### src/rtl/counting_pkg.sv
// rtl/counting_pkg.sv - shared symbol constants and state encoding for the num symbol stream
package counting_pkg;

    localparam logic [1:0] SYM_IDLE = 2'b00;
    localparam logic [1:0] SYM_HEAD = 2'b01;
    localparam logic [1:0] SYM_MID  = 2'b10;
    localparam logic [1:0] SYM_TAIL = 2'b11;

    typedef enum logic [1:0] {
        ST_IDLE = 2'b00,
        ST_HEAD = 2'b01,
        ST_MID  = 2'b10,
        ST_TAIL = 2'b11
    } state_t;

endpackage

### src/rtl/counting_down_cnt.sv
// rtl/counting_down_cnt.sv - W-bit loadable down-counter with zero flag
module counting_down_cnt #(
    parameter int W = 8
) (
    input  logic         clk,
    input  logic         reset,
    input  logic         load,
    input  logic         en,
    input  logic [W-1:0] load_val,
    output logic         zero
);

    logic [W-1:0] cnt_q;
    logic [W-1:0] cnt_d;

    always_comb begin
        cnt_d = cnt_q;
        if (load) begin
            cnt_d = load_val;
        end else if (en) begin
            cnt_d = cnt_q - W'(1);
        end
    end

    always_ff @(posedge clk) begin
        if (reset) begin
            cnt_q <= '0;
        end else begin
            cnt_q <= cnt_d;
        end
    end

    assign zero = (cnt_q == '0);

endmodule

### src/rtl/counting_gen.sv
// rtl/counting_gen.sv - frame generator: 01, N2 x 10, N3 x 11, then 00; optional COUNTING_GEN_STALL_EN adds ready backpressure
module counting_gen
    import counting_pkg::*;
#(
    parameter int W = 8
) (
    input  logic         clk,
    input  logic         reset,
    input  logic         start,
    input  logic [W-1:0] len2,
    input  logic [W-1:0] len3,
`ifdef COUNTING_GEN_STALL_EN
    input  logic         ready,
`endif
    output logic [1:0]   num,
    output logic         valid,
    output logic         busy,
    output logic         done
);

    state_t       state_q;
    state_t       state_d;
    logic [W-1:0] len2_q;
    logic [W-1:0] len3_q;
    logic         done_q;
    logic         done_d;
    logic         advance;
    logic         cnt_load;
    logic         cnt_en;
    logic [W-1:0] cnt_load_val;
    logic         cnt_zero;

`ifdef COUNTING_GEN_STALL_EN
    assign advance = ready;
`else
    assign advance = 1'b1;
`endif

    // A run of length 0 is clamped to 1, so the reload value is max(len,1)-1.
    function automatic logic [W-1:0] run_load(input logic [W-1:0] len);
        return (len == '0) ? '0 : (len - W'(1));
    endfunction

    counting_down_cnt #(
        .W (W)
    ) u_cnt (
        .clk      (clk),
        .reset    (reset),
        .load     (cnt_load),
        .en       (cnt_en),
        .load_val (cnt_load_val),
        .zero     (cnt_zero)
    );

    always_ff @(posedge clk) begin
        if (reset) begin
            state_q <= ST_IDLE;
            len2_q  <= '0;
            len3_q  <= '0;
            done_q  <= 1'b0;
        end else begin
            state_q <= state_d;
            done_q  <= done_d;
            if (state_q == ST_IDLE && start) begin
                len2_q <= len2;
                len3_q <= len3;
            end
        end
    end

    always_comb begin
        state_d      = state_q;
        cnt_load     = 1'b0;
        cnt_en       = 1'b0;
        cnt_load_val = '0;
        done_d       = 1'b0;
        case (state_q)
            ST_IDLE: begin
                if (start) begin
                    state_d = ST_HEAD;
                end
            end
            ST_HEAD: begin
                if (advance) begin
                    state_d      = ST_MID;
                    cnt_load     = 1'b1;
                    cnt_load_val = run_load(len2_q);
                end
            end
            ST_MID: begin
                if (advance) begin
                    if (cnt_zero) begin
                        state_d      = ST_TAIL;
                        cnt_load     = 1'b1;
                        cnt_load_val = run_load(len3_q);
                    end else begin
                        cnt_en = 1'b1;
                    end
                end
            end
            ST_TAIL: begin
                if (advance) begin
                    if (cnt_zero) begin
                        state_d = ST_IDLE;
                        done_d  = 1'b1;
                    end else begin
                        cnt_en = 1'b1;
                    end
                end
            end
            default: state_d = ST_IDLE;
        endcase
    end

    always_comb begin
        num   = SYM_IDLE;
        valid = 1'b0;
        busy  = 1'b0;
        done  = done_q;
        case (state_q)
            ST_HEAD: num = SYM_HEAD;
            ST_MID:  num = SYM_MID;
            ST_TAIL: num = SYM_TAIL;
            default: num = SYM_IDLE;
        endcase
        if (state_q != ST_IDLE) begin
            valid = 1'b1;
            busy  = 1'b1;
        end
    end

endmodule
### config.mk
export PLATFORM = sky130hd
export DESIGN_NAME = counting_gen
export DESIGN_NICKNAME = d
export VERILOG_FILES = /design/src/rtl/counting_pkg.sv /design/src/rtl/counting_down_cnt.sv /design/src/rtl/counting_gen.sv
export SDC_FILE = /design/constraint.sdc
export NUM_CORES = 1
export LEC_CHECK = 0
export ABC_CLOCK_PERIOD_IN_PS = 2200
export BUFFER_PORTS_ARGS = -buffer_cell sky130_fd_sc_hd__buf_2
export CAP_MARGIN = 20
export CORE_MARGIN = 2
export CORE_UTILIZATION = 55
export DETAILED_ROUTE_END_ITERATION = 12
export PLACE_DENSITY = 0.77
export SKIP_LAST_GASP = 1
export SLEW_MARGIN = 40
export SYNTH_ARGS = -nofsm -noshare
export SYNTH_HDL_FRONTEND = slang
export SYNTH_SLANG_ARGS = --single-unit
### constraint.sdc
create_clock -name clk -period 2.2 [get_ports clk]
set_clock_uncertainty 0.15 [all_clocks]
set_input_delay 0.22 -clock clk [delete_from_list [all_inputs] [get_ports clk]]
set_output_delay 0.22 -clock clk [all_outputs]
set_load 0.01 [all_outputs]
After elaboration in Yosys (flattened, before gate mapping)
Cells that the tools add are included.
{ "word_totals": {"input_bits": 19, "register_bits": 27, "elab_cells": 41, "output_inout_bits": 5} }
{ "op_classes": {"reduce_logical": 10, "n_mux": 16, "n_eq_ne": 6, "addsub": 3, "bitwise": 1} }
{ "ops": {"columns": ["op", "count"], "rows": [
  ["8-bit two-way mux", 5],
  ["8-bit logical NOT", 3],
  ["8-bit by 1-bit subtractor with 8-bit output (second input constant)", 3],
  ["8-bit one-hot mux with 2 select lines", 1],
  ["2-bit one-hot mux with 4 select lines", 1],
  ["2-bit two-way mux", 3],
  ["2-bit != test (second input constant)", 3],
  ["2-bit one-hot mux with 3 select lines", 1],
  ["2-bit equality test (second input constant)", 2],
  ["1-bit two-way mux", 4],
  ["2-bit nonzero test", 2],
  ["2-bit OR reduction", 2],
  ["3-bit AND reduction", 1],
  ["2-bit by 1-bit equality test with 1-bit output (second input constant)", 1],
  ["2-bit logical NOT", 1],
  ["1-bit one-hot mux with 2 select lines", 1],
  ["1-bit logical AND", 1],
  ["1-bit inverter", 1]
]} }

Longest topological paths before layout
{ "logic_depth": {"word_depth": 5, "mapped_depth": 7, "ltp_nobuf": 7} }

Cells and area by module
A second synthesis with hierarchy kept.
{ "hier_totals": {"cells_unflattened": 213, "hier_area_um2": 1655.3} }
{ "modules_own_cells": {"columns": ["mod", "seq_area_each_um2", "n_inst", "cells_per_inst", "area_per_inst_um2"], "rows": [
  ["counting_gen", 380.4, 1, 157, 1182.4],
  ["counting_down_cnt", 160.2, 1, 56, 473.0]
]} }

Least setup slack after synthesis
Ideal clock, no wire load.
{ "synth_path": {"path_kind": "register -> register", "start": "reg len2_q[0]", "end": "reg u_cnt.cnt_q[4]", "slack_ns": 0.451, "stages_incl_launch_ff": 8, "t_arrival_ns": 1.468, "n_path_buf": 0, "period_less_slack_ns": 1.749, "setup_ns": 0.132, "required_time_ns": 1.918, "path_cell_list": "dfxtp_1 inv_1 ha_1 nor4b_1 nor2_1 mux2_2 a22oi_1 o22ai_1"} }
{ "synth_between": {"elab_chain_cells": 4, "word_cells_on_any_way": 5, "cone_classes": "add/sub: 1; mux: 3; reduce/logical: 1"} }
{ "synth_lines": {"columns": ["item", "line", "rtl"], "rows": [
  ["from (decl)", "counting_gen.sv:23", "logic [W-1:0] len2_q;"],
  ["from (signal assigned)", "counting_gen.sv:65", "len2_q <= len2;"],
  ["8-bit by 1-bit subtractor with 8-bit output or 8-bit logical NOT (tied branches)", "counting_gen.sv:41", "return (len == '0) ? '0 : (len - W'(1));"],
  ["8-bit two-way mux *", "counting_gen.sv:41", null],
  ["8-bit one-hot mux with 2 select lines *", "counting_gen.sv:77", "case (state_q)"],
  ["8-bit two-way mux *", "counting_down_cnt.sv:18", "if (load) begin"],
  ["to (signal assigned)", "counting_down_cnt.sv:29", "cnt_q <= cnt_d;"],
  ["to (decl)", "counting_down_cnt.sv:13", "logic [W-1:0] cnt_q;"]
]} }
Every way passes the cells marked *; elsewhere a longest branch is shown, timed or not.
A chain may end at the register's enable or synchronous reset.

Final worst setup path
{ "layout_path": {"start": "reg u_cnt.cnt_q[0]", "end": "reg u_cnt.cnt_q[4]"} }
{ "layout_between": {"elab_chain_cells": 4, "word_cells_on_any_way": 11, "cone_classes": "add/sub: 1; mux: 8; reduce/logical: 2"} }
{ "layout_lines": {"columns": ["item"], "rows": [
  ["parallel branches: the longest is 4 deep, another holds 8-bit by 1-bit subtractor with 8-bit output"]
]} }
Several ways; the timed one is not identified. The select of a mux whose other input is x is not followed.

==> impl_results.md <==
- Status: complete, but fails checks
- Failing checks: DRC
- Post-CTS Setup Repair Bufs: 0
- Initial antenna violation count: 0
- Area leader, netlist: dfxtp_1
- Library cells used by synthesis: 43
- ANT nets after route: 0
- Flops & latches, synth: 27
- Syn avg cell area: approximately 7.8 um2
- IO Count: 24
- Critical path fanouts, max: 5
- Leak: 0.8291 nW
- HPWL Detailed: between 2 and 3 mm
- Slew @ Worst Pin: slightly above 0.5 ns
- Cells after synthesis: 210
- Largest net degree at the start of global routing: 23
- Final Power: 2.065 mW
- Worst ir drop on vdd: between 500 and 600 uV
- First-pass GRT wire length: 5.968 mm
- GPL Wtd Cong: 0.8249
- Die area: 3433 um2
- Vias in the first global route: ~1500
- H-Tree Depth: 1
- Period utilization: 89.77%
- Crit end category: flop
- CP startpoint: u_cnt.cnt_q[0]
- Setup slack, reg-to-reg: 0.22 ns
- Final setup TNS: 0 ns
- Synth area leaders: dfxtp_1 33%, nand2_1 10%, ha_1 8.4%
- Post-Route WL: 3.457 mm
- WL/cell: around 12 um
- Synth top area share: between 30% and 40%
- Synth Flop Type: dfxtp_1
- RSZ-0062 raised after global routing: no
- Number of flops mapped to enable cells by yosys: 0
- Chip Width: 58.59 um
- Ant diodes: 0
- Layout area overhead: 20.08%
- Die Ht: 58.59 um
- Fin crit period: a little under 2 ns
- Routed via count: 1535
- Fin nets: 280
- Core Region: 2805 um2
- WL met1: 1.550 mm
- Clock Sink Count: 27
- CTS clk-pin slew, worst paths: 0.15 ns
- Hold Worst Slack: 0.1138 ns
- Vias per inst: roughly 5.5
- Row count: 19
- Crit path DAT: 2.09 ns
- CTS tree: yes
- Post-Syn Area: 1639 um2
- Worst min-delay path category: input pin to flop
- Worst r2r src: u_cnt.cnt_q[0]
- Worst-skew pair later-pin latency: 0.34 ns
- Final setup viols: 0
- Sequential share of the synthesized area: 32.98%
- Ys Warns: 0
- Initial cell density of the core: 58.43%
- Post-synthesis net count: 240
- Longest Clk Path Bufs: 2
- IO buf count: 23
- Hold Path Origin: reset
- Fmax: 506.3 MHz
- Filler Cell Count: roughly 250
- Synth async-reset ratio: 0%
- Top Layer Used: met4
- First-pass DRT Iterations: 8
- Max Cap Viol: 0
- Startpoint types: flop
- Root Buffer: clkbuf_4
- Detailed-routed wire length on met3: 122 um
- WS Path Type: flop to flop
- Share of cells above drive strength 1: between 10% and 20%
- Fin. Hold Viols: 0
- DR iter-0 viols: 49
- Total grt overflow: 0
- CP required: ~2.3 ns
- CTS Buf Count: 3
- Final Max Tran Viols: 0
- DRC viols: 2
- Max_slew headroom: between 60% and 70%
- All-Layer GR Usage: 22.57%
- Power per Cell Area: 1049 nW/um2
- Met2 wire len: 1.696 mm
final timing paths:
path | endpoint | cells after the start
setup / recovery | u_cnt.cnt_q[4] | 7
hold / removal | state_q[1] | 2
setup reg to reg | u_cnt.cnt_q[4] | 7
hold reg to reg | len3_q[5] | 2
worst max-delay path: stages, from the launching register on:
cell      delay [ns]
dfxtp_1         0.36
inv_1           0.09
ha_1            0.21
nor4bb_1        0.41
and2_4          0.23
and2_1          0.20
a22oi_1         0.09
o22ai_1         0.17
state kept, by name, indices dropped and copies added, names as in the netlist:
signal	count
state_q	2
u_cnt.cnt_q	8
len2_q	8
len3_q	8
done	1
metal layers:
metal,vias up,global-route usage (%)
met3,9,3.297
met4,0,11.04
li1,796,-
met1,694,26.68
met5,-,0
met2,36,39.81
what timing repair did:
item | in CTS | in global routing
endpoints found under the hold margin | 16 | 0
gates resized for setup | 0 | 1
endpoints found under the setup margin | 0 | 1
hold buffers | 16 | 0
power breakdown:
part / total [mW] / internal (mW) / switching, mW
logic: 1.13 / 0.518 / 0.615
registers: 0.714 / 0.592 / 0.122
clock network: 0.218 / 0.0685 / 0.149
total: 2.06 / 1.18 / 0.886
cell families (layout without fill, tap and decap cells):
group | after synthesis | count (layout) | synth area share, %
AND/OR/NAND/NOR | 94 | 94 | 27.79
adder cells (fa/ha/maj) | 11 | 11 | 8.397
multiplexers | 7 | 7 | 4.504
buffers and inverters | 19 | 58 | 5.038
AO/OA/AOI/OAI | 41 | 41 | 15.42
XOR/XNOR | 11 | 11 | 5.878
flip-flops | 27 | 27 | 32.98
cell usage in the layout (no fill, tap or decap), drive strengths merged, types with 2 or more instances in the layout:
master and instances:
nand2 44, o21ai 3, o22ai 6, a2bb2oi 2
mux2 3, nand3b 2, nor2b 2, xnor2 9
dlygate4sd3 16, clkbuf 3, dfxtp 27, mux2i 4
ha 11, nand3 5, buf 25, nor4 3
and2 3, or3 3, nor3 6, xor2 2
inv 13, a21oi 22, nor2 20
Yosys cell counts (all sizes together), types with 4 or more instances:
cell	count
a21oi	22
clkbuf	4
dfxtp	27
ha	11
inv	13
mux2i	4
nand2	44
nand3	5
nor2	20
nor3	6
o22ai	6
xnor2	9
area by class of cell:
| cell class | count | area (um2) | area share, % |
|---|---|---|---|
| clock inverter | 1 | 5.005 | 0.2543 |
| timing repair buffer | 41 | 290.3 | 14.75 |
| tap | 31 | 38.79 | 1.971 |
| sequential | 27 | 540.5 | 27.46 |
| clock buffer | 3 | 22.52 | 1.144 |
| multi-input combinational | 164 | 1022 | 51.94 |
| inverter | 13 | 48.80 | 2.479 |
per-stage QoR:
stage | std cells | setup WS, ns | cell area [um2] | utilization [%]
floorplan | 210 | 0.4505 | 1639 | -
global placement | 260 | 0.2124 | 1774 | 63.25
detailed placement | 260 | 0.2110 | 1774 | 63.25
CTS | 280 | 0.1332 | 1962 | 69.94
global route | 280 | 0.02368 | 1968 | 70.16
finish | 280 | 0.2250 | 1968 | 70.16
Power figures use the tool's default switching activity.
